[src/rtl/sargantana_icache_pkg.sv]
// Shared types and default geometry for the Sargantana instruction cache.
package sargantana_icache_pkg;

    localparam int ICACHE_N_WAY_DEF = 4;
    localparam int TAG_DEPTH_DEF    = 64;
    localparam int TAG_WIDHT_DEF    = 20;

    // Tag controller states. The encoding is visible on the debug state output.
    typedef enum logic [2:0] {
        IDLE        = 3'd0,
        LOOKUP      = 3'd1,
        MISS_REQ    = 3'd2,
        WAIT_REFILL = 3'd3,
        WRITE_TAG   = 3'd4,
        FLUSH       = 3'd5
    } icache_tagctl_state_t;

endpackage

[src/rtl/sargantana_icache_victim_sel.sv]
// Victim way selection: the lowest-index invalid way wins. When every way is
// valid, the round-robin pointer supplies the victim. The pointer only moves
// when the controller pulses advance_i after a round-robin replacement.
module sargantana_icache_victim_sel #(
    parameter int N_WAY = 4,
    localparam int IDX_W = $clog2(N_WAY)
) (
    input  logic             clk_i,
    input  logic             rstn_i,
    input  logic [N_WAY-1:0] vbit_i,
    input  logic             advance_i,
    output logic [IDX_W-1:0] victim_o,
    output logic             from_rr_o
);

    logic [IDX_W-1:0] rr_q, rr_d;

    // Priority encoder over invalid ways; falls back to the round-robin pointer.
    always_comb begin
        victim_o  = rr_q;
        from_rr_o = 1'b1;
        for (int w = N_WAY - 1; w >= 0; w--) begin
            if (!vbit_i[w]) begin
                victim_o  = IDX_W'(w);
                from_rr_o = 1'b0;
            end
        end
    end

    // Pointer advance; wraps naturally because N_WAY is a power of two.
    always_comb begin
        rr_d = advance_i ? rr_q + IDX_W'(1) : rr_q;
    end

    // Round-robin pointer register.
    always_ff @(posedge clk_i or negedge rstn_i) begin
        if (!rstn_i) begin
            rr_q <= '0;
        end else begin
            rr_q <= rr_d;
        end
    end

endmodule

[src/rtl/sargantana_icache_tag_ctrl.sv]
// Tag lookup and miss controller for the Sargantana instruction cache.
// Handshakes: a transfer happens in a cycle where valid and ready are both
// high; a producer holding valid keeps its payload stable until that cycle,
// and valid is never withdrawn before it. resp_valid_o is a one-cycle pulse
// with no back-pressure.
module sargantana_icache_tag_ctrl
    import sargantana_icache_pkg::*;
#(
    parameter int ICACHE_N_WAY   = ICACHE_N_WAY_DEF,
    parameter int TAG_DEPTH      = TAG_DEPTH_DEF,
    parameter int TAG_ADDR_WIDHT = $clog2(TAG_DEPTH),
    parameter int TAG_WIDHT      = TAG_WIDHT_DEF
) (
    input  logic                           clk_i,
    input  logic                           rstn_i,
    input  logic                           flush_i,
    input  logic                           lookup_valid_i,
    output logic                           lookup_ready_o,
    input  logic [TAG_ADDR_WIDHT-1:0]      lookup_idx_i,
    input  logic [TAG_WIDHT-1:0]           lookup_ptag_i,
    output logic                           resp_valid_o,
    output logic                           resp_hit_o,
    output logic [ICACHE_N_WAY-1:0]        resp_way_o,
    output logic                           mreq_valid_o,
    input  logic                           mreq_ready_i,
    output logic [TAG_ADDR_WIDHT-1:0]      mreq_idx_o,
    output logic [TAG_WIDHT-1:0]           mreq_ptag_o,
    input  logic                           refill_done_i,
    output logic [ICACHE_N_WAY-1:0]        tm_req_o,
    output logic                           tm_we_o,
    output logic                           tm_vbit_o,
    output logic                           tm_flush_o,
    output logic [TAG_WIDHT-1:0]           tm_data_o,
    output logic [TAG_ADDR_WIDHT-1:0]      tm_addr_o,
    input  logic [ICACHE_N_WAY*TAG_WIDHT-1:0] tm_tag_way_i,
    input  logic [ICACHE_N_WAY-1:0]        tm_vbit_i,
    output logic [2:0]                     state_o
);

    localparam int WIDX_W = $clog2(ICACHE_N_WAY);
    localparam logic [ICACHE_N_WAY-1:0] WAY_ONE = {{(ICACHE_N_WAY-1){1'b0}}, 1'b1};

    icache_tagctl_state_t      state_q, state_d;
    logic [TAG_ADDR_WIDHT-1:0] idx_q, idx_d;
    logic [TAG_WIDHT-1:0]      ptag_q, ptag_d;
    logic [WIDX_W-1:0]         victim_q, victim_d;
    logic                      from_rr_q, from_rr_d;
    logic                      flush_pend_q, flush_pend_d;

    logic [ICACHE_N_WAY-1:0]   hit;
    logic [ICACHE_N_WAY-1:0]   hit_way;
    logic [ICACHE_N_WAY-1:0]   victim_oh;
    logic [WIDX_W-1:0]         sel_victim;
    logic                      sel_from_rr;
    logic                      rr_advance;
    logic                      take;

    sargantana_icache_victim_sel #(
        .N_WAY (ICACHE_N_WAY)
    ) u_victim_sel (
        .clk_i     (clk_i),
        .rstn_i    (rstn_i),
        .vbit_i    (tm_vbit_i),
        .advance_i (rr_advance),
        .victim_o  (sel_victim),
        .from_rr_o (sel_from_rr)
    );

    // Per-way tag compare against the latched physical tag; lowest hit wins.
    always_comb begin
        hit = '0;
        for (int w = 0; w < ICACHE_N_WAY; w++) begin
            hit[w] = tm_vbit_i[w] && (tm_tag_way_i[w*TAG_WIDHT +: TAG_WIDHT] == ptag_q);
        end
        hit_way   = hit & (~hit + WAY_ONE);
        victim_oh = WAY_ONE << victim_q;
    end

    // Next-state and output decode. Outputs not owned by the current state stay 0.
    always_comb begin
        lookup_ready_o = 1'b0;
        resp_valid_o   = 1'b0;
        resp_hit_o     = 1'b0;
        resp_way_o     = '0;
        mreq_valid_o   = 1'b0;
        mreq_idx_o     = '0;
        mreq_ptag_o    = '0;
        tm_req_o       = '0;
        tm_we_o        = 1'b0;
        tm_vbit_o      = 1'b0;
        tm_flush_o     = 1'b0;
        tm_data_o      = '0;
        tm_addr_o      = '0;
        state_d        = state_q;
        idx_d          = idx_q;
        ptag_d         = ptag_q;
        victim_d       = victim_q;
        from_rr_d      = from_rr_q;
        flush_pend_d   = flush_pend_q;
        rr_advance     = 1'b0;
        take           = 1'b0;

        case (state_q)
            IDLE: begin
                if (flush_i) begin
                    state_d = FLUSH;
                end else begin
                    // Held low while in reset so nothing is accepted then.
                    lookup_ready_o = rstn_i;
                    take           = lookup_valid_i && rstn_i;
                end
            end
            LOOKUP: begin
                if (flush_i) begin
                    state_d = FLUSH;
                end else if (|hit) begin
                    resp_valid_o   = 1'b1;
                    resp_hit_o     = 1'b1;
                    resp_way_o     = hit_way;
                    lookup_ready_o = 1'b1;
                    take           = lookup_valid_i;
                    state_d        = IDLE;
                end else begin
                    victim_d  = sel_victim;
                    from_rr_d = sel_from_rr;
                    state_d   = MISS_REQ;
                end
            end
            MISS_REQ: begin
                mreq_valid_o = 1'b1;
                mreq_idx_o   = idx_q;
                mreq_ptag_o  = ptag_q;
                if (flush_i) flush_pend_d = 1'b1;
                if (mreq_ready_i) state_d = WAIT_REFILL;
            end
            WAIT_REFILL: begin
                if (flush_i) flush_pend_d = 1'b1;
                if (refill_done_i) begin
                    state_d = (flush_pend_q || flush_i) ? FLUSH : WRITE_TAG;
                end
            end
            WRITE_TAG: begin
                tm_req_o     = victim_oh;
                tm_we_o      = 1'b1;
                tm_vbit_o    = 1'b1;
                tm_data_o    = ptag_q;
                tm_addr_o    = idx_q;
                resp_valid_o = 1'b1;
                resp_way_o   = victim_oh;
                rr_advance   = from_rr_q;
                state_d      = flush_i ? FLUSH : IDLE;
            end
            FLUSH: begin
                tm_flush_o   = 1'b1;
                flush_pend_d = 1'b0;
                state_d      = IDLE;
            end
            default: state_d = IDLE;
        endcase

        // Accepting a lookup fires a read to every way of the requested set.
        if (take) begin
            tm_req_o  = '1;
            tm_addr_o = lookup_idx_i;
            idx_d     = lookup_idx_i;
            ptag_d    = lookup_ptag_i;
            state_d   = LOOKUP;
        end
    end

    // State and latched request registers.
    always_ff @(posedge clk_i or negedge rstn_i) begin
        if (!rstn_i) begin
            state_q      <= IDLE;
            idx_q        <= '0;
            ptag_q       <= '0;
            victim_q     <= '0;
            from_rr_q    <= 1'b0;
            flush_pend_q <= 1'b0;
        end else begin
            state_q      <= state_d;
            idx_q        <= idx_d;
            ptag_q       <= ptag_d;
            victim_q     <= victim_d;
            from_rr_q    <= from_rr_d;
            flush_pend_q <= flush_pend_d;
        end
    end

    assign state_o = state_q;

    // A tag may live in at most one way of a set.
    assert property (@(posedge clk_i) disable iff (!rstn_i)
        (state_q == LOOKUP) |-> $onehot0(hit));

endmodule

[config.mk]
export PLATFORM = sky130hd
export DESIGN_NAME = sargantana_icache_tag_ctrl
export DESIGN_NICKNAME = d
export VERILOG_FILES = /design/src/rtl/sargantana_icache_pkg.sv /design/src/rtl/sargantana_icache_victim_sel.sv /design/src/rtl/sargantana_icache_tag_ctrl.sv
export SDC_FILE = /design/constraint.sdc
export NUM_CORES = 1
export LEC_CHECK = 0
export CORE_ASPECT_RATIO = 0.9
export CORE_UTILIZATION = 40
export DETAILED_ROUTE_END_ITERATION = 12
export HOLD_SLACK_MARGIN = 0.05
export PLACE_DENSITY = 0.82
export SLEW_MARGIN = 20
export SYNTH_ARGS = -nofsm -noshare
export SYNTH_HDL_FRONTEND = slang
export SYNTH_SLANG_ARGS = --single-unit
[constraint.sdc]
create_clock -name clk_i -period 2.75 [get_ports clk_i]
set_input_delay 0.55 -clock clk_i [delete_from_list [all_inputs] [get_ports clk_i]]
set_output_delay 0.55 -clock clk_i [all_outputs]
set_load 0.005 [all_outputs]
==> results <==
-- routing by layer --
metal / vias to the layer above / wire, µm / track usage
met5: - / 0 / 0
met4: 0 / 628 / 0.124
met1: 2032 / 6060 / 0.395
met2: 240 / 7490 / 0.584
met3: 53 / 1220 / 0.0820
li1: 1957 / - / -
-- worst reg2reg max path, delay by kind of cell, from the launching register on --
family / cells / cell delay [ns]
buf+inv: 6 / 0.84
compound gates: 1 / 0.17
flops: 1 / 0.45
simple gates: 5 / 0.84
xor+xnor: 1 / 0.16
-- what timing repair did --
item / CTS / global route
endpoints found under the setup margin: 38 / 41
pin swaps: 82 / 13
buffers inserted: 28 / 16
cloned: 3 / 0
gates resized for setup: 190 / 18
hold buffers: 0 / 0
-- synth_stat cells (all sizes together) (6+ instances only) --
library cell  instances
inv                  25
clkbuf                9
nand4                19
nand3                28
and3                 27
o31ai                20
and2                 26
nor2                 16
xnor2                58
xor2                 24
a211oi                6
nand2                28
buf                  32
o21ai                18
nor4                  9
dfrtp                35
a21oi                11
-- area by class of cell --
class	count	area, µm²	share of cell area
Multi-Input combinational cell	313	2390	0.376
Inverter	26	103	0.0161
Sequential cell	35	896	0.141
Clock buffer	6	82.6	0.0130
Timing Repair Buffer	304	2700	0.425
Clock inverter	2	35.0	0.00551
Antenna cell	1	2.50	0.000393
Tap cell	115	144	0.0226
-- power groups by stage --
stage / sequential, mW / clock (mW) / combinational (mW)
2_1_floorplan: 0.815 / 0 / 1.82
3_3_place_gp: 1.10 / 0 / 2.77
3_5_place_dp: 1.12 / 0 / 2.85
4_1_cts: 1.09 / 0.493 / 3.20
5_1_grt: 1.10 / 0.517 / 3.69
6_report: 1.09 / 0.500 / 3.45
-- cell families after synthesis --
family,Yosys count,synth area share
AOI/OAI and AO/OA,64,0.144
buffers and inverters,68,0.121
DFF,35,0.251
and+or+nand+nor,163,0.264
muxes,3,0.00969
xor gates and xnor gates,82,0.210
-- flip-flops by register name, indices dropped and copies added, names as in the netlist --
register,flops
idx_q,6
ptag_q,20
from_rr_q,1
victim_q,2
u_victim_sel.rr_q,2
state_o,3
flush_pend_q,1
-- how the worst min path moves through the flow --
stage                                end  slack, ns  cells past startpoint
floorplan                   flush_pend_q       0.25                      0
global placement    u_victim_sel.rr_q[1]       0.47                      1
detailed placement  u_victim_sel.rr_q[1]       0.48                      1
CTS                            from_rr_q       0.26                      2
global route                   from_rr_q       0.25                      2
finish                       victim_q[0]       0.25                      2
==> run metrics <==
buffer depth of the longest clock path=2; area added between synthesis and finish=82.4%; result of the run=complete, but fails checks; total power consumption of the routed design=5.04 mW; Critical Path Sink Type=primary output; maximum number of pins on one net before global-route repair=28; Post-Route WL=15400 µm; count of final setup violators=16; Iteration-0 DRC Markers=183; maximum fanout along the worst path=5; layout cell share with drive strength beyond 1=0.322; biggest area contributors in the synthesized netlist=sky130_fd_sc_hd__dfrtp_1, sky130_fd_sc_hd__xnor2_1, sky130_fd_sc_hd__xor2_1; source-to-sink clock delay at the later pin of the worst-skew pair=0.29 ns; Max H-tree Level=2; Post-route DRC=0; required time of the worst setup path=2.20 ns; routed wirelength normalized by instance count=19.2 µm; transition time at the pin with the least slew margin=0.421 ns; most common cell after layout, fill and taps aside=sky130_fd_sc_hd__buf_4; power per unit of standard cell area=792 mW/mm²; post-synthesis cell type count=45; width of the die=100 µm; sw frac=0.409; Final HPWL DP=10800 µm; synthesized area per cell=8.40 µm²; most area-hungry cell type in the Yosys netlist=sky130_fd_sc_hd__dfrtp_1; VDD IR max=0.000400 V; via count=4282; final net count=801; Num CTS Buffers=5; Net Count, Synth=531; routability congestion estimate from global placement=0.889; path depth of the worst reg2reg path=13; clock sinks=35; slowest cell on the critical path=sky130_fd_sc_hd__dfrtp_2; io pins=186; failing checks=setup timing; worst hold-check path type=in2async; via count of the first global-routing pass=4371; pre-CTS worst setup slack=-0.908 ns; number of vias per cell=5.34; buffers and inverters on the worst path=3; number of flops mapped to enable cells by yosys=0; I/O Buffers=185; relative contribution of the clock network to total power=0.099; number of nets still failing antenna checks after routing=0; Stages on worst setup path=10; Worst Path Class, Setup=reg2out; warning count from the yosys run=0; count of maximum capacitance violations=0; launching element type of the critical path=flip-flop; FF+latch count, synth=35; cell-by-cell trace of the critical path=buf_4 -> xnor2_2 -> nand4_1 -> nor4_2 -> nand4_1 -> buf_4 -> nand4_4 -> nand2_4 -> o21ai_2 -> clkdlybuf4s15_2; Crit path max-delay family=simple AND/OR/NAND/NOR gates; GRT overflow=0; area of the die=0.00910 mm²; final worst path period need=3.01 ns; unrepaired setup endpoints after global routing=true; combinational fraction of design power=0.685; final standard cell area without fillers=0.00636 mm²; placed cell area=0.00578 mm²; leading cell types in the layout, fill and taps excluded=sky130_fd_sc_hd__buf_4, sky130_fd_sc_hd__clkdlybuf4s50_1, sky130_fd_sc_hd__dlygate4sd2_1; worst setup path startpoint=ptag_q[1]; CTS tree=built; final count of hold timing violations=0; Placeable Area=0.00826 mm²; CP endpoint=tm_addr_o[0]; DRT Pass-1 Iters=5; Max Fclk=332 MHz; Yosys top cell area share=0.251; wire length of the first global-routing pass=23400 µm; Critical Path AT=2.46 ns; NetSw=2.06 mW; reg2reg start=ptag_q[1]; count of mapped cells out of synthesis=415; number of standard-cell rows in the floorplan=31; register-to-register setup slack=0.21 ns; number of instances in the placed design=749; Clock Root Buffer=sky130_fd_sc_hd__clkbuf_8; post-synthesis sequential area ratio=0.251; die outline height=90.6 µm; fin util=0.770; top_reg_cell synth=sky130_fd_sc_hd__dfrtp_1; Post-Layout Cell Count=802; CP max stage delay=0.45 ns; Clock Skew=0.0109 ns; share of power burned in registers=0.216; final count of pins violating max slew=0; Worst R2R End=idx_q[0]; max_slew headroom=0.717; initial standard-cell utilization of the core=0.422; antenna violations before repair=1; final worst slack=-0.258 ns; static leakage=2.97 nW; WHS=0.247 ns; Internal=2.98 mW; TNS Setup=-2.86 ns; fraction of registers with async set or reset after synthesis=1.00; fillers=605; Total Routing Usage GR=0.336; Tcrit/Tclk final=1.09; clock slew at the register clock pins of the worst setup and hold paths=0.08 ns; netlist area before placement=0.00349 mm²
Power figures use the tool's default switching activity.
